<file path="src/rtl/serial_subtractor.sv">
`default_nettype none
// ============================================================================
//  Module      : serial_subtractor
//  Description : Multi-cycle N-bit subtractor computing A - B - BIN by
//                chaining a DIGIT-bit subtract stage over WIDTH/DIGIT cycles,
//                LSB digit first. Produces the difference plus borrow-out,
//                signed overflow and zero flags behind a start/done handshake.
//  Revision    : 1.0 - initial release
// ============================================================================
module serial_subtractor #(
    parameter int WIDTH = 8,
    parameter int DIGIT = 1
) (
    input  logic             clk,
    input  logic             rst,
    input  logic             start_i,
    input  logic [WIDTH-1:0] a_i,
    input  logic [WIDTH-1:0] b_i,
    input  logic             bin_i,
    output logic             busy_o,
    output logic             done_o,
    output logic [WIDTH-1:0] diff_o,
    output logic             bout_o,
    output logic             ovf_o,
    output logic             zero_o
);

    localparam int STEPS = WIDTH / DIGIT;
    localparam int CNT_W = (STEPS > 1) ? $clog2(STEPS) : 1;
    localparam logic [CNT_W-1:0] C_LAST_CNT = CNT_W'(STEPS - 1);

    // Reject parameter sets that cannot be chained into whole digits.
    generate
        if ((WIDTH < 2) || (DIGIT < 1) || (DIGIT > WIDTH) || ((WIDTH % DIGIT) != 0)) begin : g_param_check
            $error("serial_subtractor: illegal WIDTH/DIGIT combination");
        end
    endgenerate

    typedef enum logic [0:0] {
        S_IDLE = 1'b0,
        S_RUN  = 1'b1
    } state_t;

    state_t           state_q, state_d;
    logic [CNT_W-1:0] cnt_q, cnt_d;
    logic [WIDTH-1:0] a_sh_q, a_sh_d;
    logic [WIDTH-1:0] b_sh_q, b_sh_d;
    logic [WIDTH-1:0] res_q, res_d;
    logic             borrow_q, borrow_d;
    logic             a_msb_q, a_msb_d;
    logic             b_msb_q, b_msb_d;
    logic             done_q, done_d;
    logic [WIDTH-1:0] diff_q, diff_d;
    logic             bout_q, bout_d;
    logic             ovf_q, ovf_d;
    logic             zero_q, zero_d;

    // One digit of subtraction in DIGIT+1 bits; the top bit is the borrow out.
    logic [DIGIT:0]   w_step;
    logic [DIGIT-1:0] w_digit;
    logic             w_borrow;
    logic [WIDTH-1:0] w_res_shift;
    logic             w_ovf;

    assign w_step      = {1'b0, a_sh_q[DIGIT-1:0]} - {1'b0, b_sh_q[DIGIT-1:0]}
                         - (DIGIT+1)'(borrow_q);
    assign w_digit     = w_step[DIGIT-1:0];
    assign w_borrow    = w_step[DIGIT];
    // New digit enters at the top; after STEPS shifts the LSB digit sits at bit 0.
    assign w_res_shift = (res_q >> DIGIT) | (WIDTH'(w_digit) << (WIDTH - DIGIT));
    // Sign bits are captured at accept time because the operand registers shift.
    assign w_ovf       = (a_msb_q ^ b_msb_q) & (w_res_shift[WIDTH-1] ^ a_msb_q);

    // Next-state and datapath update; result flags only load on the final digit.
    always_comb begin
        state_d  = state_q;
        cnt_d    = cnt_q;
        a_sh_d   = a_sh_q;
        b_sh_d   = b_sh_q;
        res_d    = res_q;
        borrow_d = borrow_q;
        a_msb_d  = a_msb_q;
        b_msb_d  = b_msb_q;
        done_d   = 1'b0;
        diff_d   = diff_q;
        bout_d   = bout_q;
        ovf_d    = ovf_q;
        zero_d   = zero_q;

        case (state_q)
            S_IDLE: begin
                if (start_i) begin
                    a_sh_d   = a_i;
                    b_sh_d   = b_i;
                    borrow_d = bin_i;
                    a_msb_d  = a_i[WIDTH-1];
                    b_msb_d  = b_i[WIDTH-1];
                    res_d    = '0;
                    cnt_d    = '0;
                    state_d  = S_RUN;
                end
            end
            S_RUN: begin
                a_sh_d   = a_sh_q >> DIGIT;
                b_sh_d   = b_sh_q >> DIGIT;
                res_d    = w_res_shift;
                borrow_d = w_borrow;
                cnt_d    = cnt_q + CNT_W'(1);
                if (cnt_q == C_LAST_CNT) begin
                    state_d = S_IDLE;
                    done_d  = 1'b1;
                    diff_d  = w_res_shift;
                    bout_d  = w_borrow;
                    ovf_d   = w_ovf;
                    zero_d  = ~|w_res_shift;
                end
            end
            default: begin
                state_d = S_IDLE;
            end
        endcase
    end

    // State register; reset aborts any operation in flight and clears results.
    always_ff @(posedge clk) begin
        if (rst) begin
            state_q  <= S_IDLE;
            cnt_q    <= '0;
            a_sh_q   <= '0;
            b_sh_q   <= '0;
            res_q    <= '0;
            borrow_q <= 1'b0;
            a_msb_q  <= 1'b0;
            b_msb_q  <= 1'b0;
            done_q   <= 1'b0;
            diff_q   <= '0;
            bout_q   <= 1'b0;
            ovf_q    <= 1'b0;
            zero_q   <= 1'b0;
        end else begin
            state_q  <= state_d;
            cnt_q    <= cnt_d;
            a_sh_q   <= a_sh_d;
            b_sh_q   <= b_sh_d;
            res_q    <= res_d;
            borrow_q <= borrow_d;
            a_msb_q  <= a_msb_d;
            b_msb_q  <= b_msb_d;
            done_q   <= done_d;
            diff_q   <= diff_d;
            bout_q   <= bout_d;
            ovf_q    <= ovf_d;
            zero_q   <= zero_d;
        end
    end

    assign busy_o = (state_q == S_RUN);
    assign done_o = done_q;
    assign diff_o = diff_q;
    assign bout_o = bout_q;
    assign ovf_o  = ovf_q;
    assign zero_o = zero_q;

endmodule
`default_nettype wire
</file>
<file path="config.mk">
export PLATFORM = sky130hd
export DESIGN_NAME = serial_subtractor
export DESIGN_NICKNAME = d
export VERILOG_FILES = /design/src/rtl/serial_subtractor.sv
export SDC_FILE = /design/constraint.sdc
export NUM_CORES = 1
export LEC_CHECK = 0
export CAP_MARGIN = 25
export CORE_MARGIN = 1
export CORE_UTILIZATION = 50
export CTS_BUF_LIST = sky130_fd_sc_hd__clkbuf_16
export CTS_CLUSTER_DIAMETER = 200
export DETAILED_ROUTE_END_ITERATION = 10
export GPL_TIMING_DRIVEN = 1
export PLACE_DENSITY = 0.82
export SYNTH_ARGS = -nofsm -noshare
export SYNTH_HDL_FRONTEND = slang
export SYNTH_SLANG_ARGS = --single-unit
</file>
<file path="constraint.sdc">
create_clock -name clk -period 1.7 [get_ports clk]
set_input_delay 0.34 -clock clk [delete_from_list [all_inputs] [get_ports clk]]
set_output_delay 0.34 -clock clk [all_outputs]
set_load 0.05 [all_outputs]
</file>
# ---- Word-level counts from Yosys, hierarchy flattened
# Index checks and enable logic that the tools add are counted.
dict set report op_classes {
  add_sub_neg 3
  eq_ne 2
  mux 14
  bitwise 5
  reduce_logical 5
}
# cell n
set ops {}
lappend ops {{case mux 8 bit (2 select lines)} 3}
lappend ops {{2-to-1 mux 8 bit} 3}
lappend ops {{OR 7 x 8 -> 8 bit} 1}
lappend ops {{OR reduction 8 bit} 1}
lappend ops {{case mux 3 bit (2 select lines)} 1}
lappend ops {{2-to-1 mux 1 bit} 4}
lappend ops {{case mux 1 bit (2 select lines)} 2}
lappend ops {{AND reduction 2 bit} 2}
lappend ops {{adder 3 x 1 -> 3 bit, second input constant} 1}
lappend ops {{== test 3 bit, second input constant} 1}
lappend ops {{2-to-1 mux 3 bit} 1}
lappend ops {{!= test 2 bit, second input constant} 1}
lappend ops {{OR reduction 2 bit} 1}
lappend ops {{subtractor 1 x 1 -> 2 bit} 1}
lappend ops {{subtractor 2 x 1 -> 2 bit} 1}
lappend ops {{XOR 1 bit} 2}
lappend ops {{bitwise AND 1 bit} 1}
lappend ops {{logical NOT 1 bit} 1}
lappend ops {{inverter 1 bit} 1}
dict set report word_totals {
  register_bits 43
  output_inout_bits 13
}

# ---- Depth between registers and ports, before layout
dict set report logic_depth {
  ltp_word 5
  mapped_depth 7
}

# ---- Least setup slack after synthesis
# No wires, ideal clock.
dict set report synth_timing {
  kind {flip-flop to flip-flop}
  startpoint {register state_q (netlist: busy_o)}
  endpoint {register a_sh_q[0]}
  arrival_time_ns 1.332
  required_time_ns 1.572
  path_slack_ns 0.241
  stages_incl_launch_ff 5
  n_path_buf 2
  period_less_slack_ns 1.459
  path_cell_list {dfxtp_1 > buf_4 > buf_4 > mux2i_1 > nor2_1}
}
dict set report synth_between {
  elab_chain_len 2
  elab_cells_between_ends 3
  classes_between {eq/ne: 1; mux: 1; bitwise: 1}
}
# item line_no
set synth_lines {}
lappend synth_lines {{start: declaration} 44} ;# state_t state_q, state_d;
lappend synth_lines {{start signal: assignment} 141} ;# state_q <= state_d;
lappend synth_lines {{inverter 1 bit} --}
lappend synth_lines {{case mux 8 bit (2 select lines) or != test 2 bit (tied branches)} --}
lappend synth_lines {{end signal: assignment} 143} ;# a_sh_q <= a_sh_d;
lappend synth_lines {{end: declaration} 46} ;# logic [WIDTH-1:0] a_sh_q, a_sh_d;
# Parallel ways exist; a longest one is shown, timed or not.
# A chain may end at the register's enable or synchronous reset.

# ---- Worst setup path in the final report
dict set report layout_timing {
  startpoint {register a_sh_q[0]}
  endpoint {register ovf_q (netlist: ovf_o)}
}
dict set report layout_between {
  elab_chain_len 5
}
# item line_no
set layout_lines {}
lappend layout_lines {{subtractor 1 x 1 -> 2 bit} 65} ;# assign w_step = {1'b0, a_sh_q[DIGIT-1:0]} - {1'b0, b_sh_q[DIGIT-1:0]}
lappend layout_lines {{subtractor 2 x 1 -> 2 bit} 66} ;# - (DIGIT+1)'(borrow_q);
lappend layout_lines {{OR 7 x 8 -> 8 bit} 70} ;# assign w_res_shift = (res_q >> DIGIT) | (WIDTH'(w_digit) << (WIDTH - DIGIT));
lappend layout_lines {{XOR 1 bit} 72} ;# assign w_ovf = (a_msb_q ^ b_msb_q) & (w_res_shift[WIDTH-1] ^ a_msb_q);
lappend layout_lines {{bitwise AND 1 bit} 72}
lappend layout_lines {{end signal: assignment} 152} ;# ovf_q <= ovf_d;
lappend layout_lines {{end: declaration} 55} ;# logic ovf_q, ovf_d;
# No other way between the ends.

==> metrics.cfg <==
[clock_tree]
cts_buffer_depth = 2
clockRootBuffer = clkbuf_16
cts_resized = 0
post_cts_buffers = 0
cts_hold_buf = 0
clkTransAtPathRegs_ns = 0.06
clock_latency_ns = 0.28
clock-sinks = 42
htree_num_levels = 2
cts_buffers = 5
cts_tree = yes

[detailed_routing]
drt-wirelength-per-cell_um = 12.0
wl_um = 3180
postRouteAntennaNets = 0
avgViaCountPerCell = 5.00
drc = 0
firstDrtPassIters = 4
drt_iter0_markers = 60
vias = 1325

[synth]
synth_warnings = 0
synth_ff_type = dfxtp_1
ys_types = 26
synthCells = 184
synth_fp_nets = 207
yosysSeqAreaShare = 0.454
synth_edf_count = 0
ys_ff_latch = 42
synth.cell_area_um2 = 1850
synth.avg_cell_area_um2 = 10.1
ys_async_sr_fraction = 0

[timing]
max_slew_margin = 0.777
fin_crit_sh = 0.925
tightest_slew_ns = 0.333
grt_setup_unrepaired = no
worst_clock_skew_ns = 0.00518
fin_setup_tns_ns = 0
setup_viol = 0
period_minus_slack_ns = 1.57
finalHoldViolCount = 0
setup_ws_ns = 0.128
max_freq_ghz = 0.636
slew_violations = 0

[worst_setup_path]
setup.worst_path.start_class = flop
crit_path_end_kind = flop
crit_family = adder cells
cp.arrival_ns = 1.76
slowest_stage = fa_1
slowest_delay_ns = 0.51
crit_path_max_fanout = 3
crit_cells = 6
path_cells = inv_1 > fa_1 > buf_4 > inv_1 > nand3b_1 > a311oi_1
worstSetupPathType = reg -> reg
rr_worst_depth = 6
cpMostUsedCell = inv_1
critPathBufInv = 3
cp_data_required_time_ns = 1.89

[worst_hold_path]
whs_path_depth = 2
hp-class = reg -> reg

[pwr]
power_uw = 2510
powerDensity_nw_per_um2 = 1060
power_frac_seq = 0.418
combPwrFrac = 0.103
power_switching_share = 0.200
p_sw_uw = 502
p_leak_uw = 0.000967
irDropWorstVdd_mv = 0.606
internal_power_uw = 2000
clockPowerShare = 0.480

[floorplan]
initial_core_util = 0.538
die_w_um = 62.8
io-pin-count = 33
die_y_um = 62.8
rows = 21
die-area_um2 = 3950
core-area_um2 = 3440

[layout]
fillCellCount = 285
stdcell_count = 265
n_antenna_cell = 0
syn_to_final_growth_pct = 28.1
drive_above_1_share = 0.242
nets = 241

[run]
drv_cap = 0

[grt]
grt-ovfl-total = 0
antenna_found_initial = 0
grt_max_degree = 43
track_usage = 0.179
grt_pass1_wl_um = 5570
grt_pass1_vias = 1258

[placement]
dp_cells = 257
io_buffers = 32
hpwl_um = 2070
place_congestion = 0.732
post-place-ws_ns = 0.0124

[run_status]
status = complete, no violations

[kinds of logic (layout without fill, tap and decap cells)]
logic type / count (synthesis) / after routing / synth area share
simple gates: 68 / 68 / 0.190
mux: 35 / 35 / 0.212
compound gates: 20 / 20 / 0.0575
fa+ha+maj: 3 / 3 / 0.0243
buf+inv: 16 / 51 / 0.0622
flops: 42 / 42 / 0.454
[through the flow]
| step | util | hold slack [ns] | instance area, µm² |
|---|---|---|---|
| 2_1_floorplan | - | 0.440 | 1850 |
| 3_3_place_gp | 0.634 | 0.445 | 2180 |
| 3_5_place_dp | 0.634 | 0.450 | 2180 |
| 4_1_cts | 0.689 | 0.458 | 2370 |
| 5_1_grt | 0.689 | 0.482 | 2370 |
| 6_report | 0.689 | 0.455 | 2370 |
[synth_stat cells (3+ instances only)]
library cell	instances	share of area
a21oi_1	18	0.049
buf_2	3	0.0081
buf_4	3	0.012
clkbuf_1	5	0.010
dfxtp_1	42	0.45
mux2_2	9	0.055
mux2_4	6	0.049
mux2i_1	20	0.11
nand2_1	18	0.037
nor2_1	31	0.063
nor3_1	3	0.0081
nor3b_2	7	0.047
[flip-flops by register name, summed over array words and instances, names as in the netlist, 3 cells and up]
signal  flops
b_sh_q      8
a_sh_q      8
res_q       7
diff_o      8
cnt_q       3
[worst register-to-register path, stage by stage (launching register included)]
cell and delay [ns]:
dfxtp_1 0.34, inv_1 0.08, fa_1 0.51, buf_4 0.17, inv_1 0.07, nand3b_1 0.07
a311oi_1 0.25
[power groups by stage]
stage	logic, µW	clock network (µW)	registers (µW)
floorplan	177	0	1060
global placement	250	0	1070
detailed placement	255	0	1070
CTS	259	1210	1050
global route	280	1260	1050
finish	257	1200	1050
[metal layers]
layer | up-vias | global-route usage | share of wire
li1 | 688 | - | -
met1 | 609 | 0.213 | 0.47
met2 | 23 | 0.295 | 0.48
met3 | 5 | 0.0566 | 0.036
met4 | 0 | 0.0756 | 0.013
met5 | - | 0 | 0
[cells in the final DEF, fill, tap and decap left out, drive strengths merged, types with 5 or more instances in the layout]
master	instances
dfxtp	42
a21oi	18
nor3b	9
clkdlybuf4s50	19
buf	22
mux2	15
mux2i	20
clkbuf	5
nor2	31
nand2	18
[final timing paths]
| path | start | endpoint | slack, ns |
|---|---|---|---|
| max reg2reg | a_sh_q[0]$_SDFFE_PP0P_ | ovf_o$_SDFFE_PP0P_ | 0.13 |
| max | a_sh_q[0]$_SDFFE_PP0P_ | ovf_o$_SDFFE_PP0P_ | 0.13 |
| min | diff_o[3]$_SDFFE_PP0P_ | diff_o[3]$_SDFFE_PP0P_ | 0.45 |
| min reg2reg | diff_o[3]$_SDFFE_PP0P_ | diff_o[3]$_SDFFE_PP0P_ | 0.45 |
[layout make-up]
cell class | instances | area [µm²] | share of cell area
inverters | 2 | 7.51 | 0.00317
clock inverters | 3 | 63.8 | 0.0269
flip-flops and latches | 42 | 842 | 0.355
repair buffers | 41 | 380 | 0.160
well taps | 46 | 57.6 | 0.0243
clock buffers | 5 | 125 | 0.0528
multi-input cells | 126 | 895 | 0.377
Power figures use the tool's default switching activity.
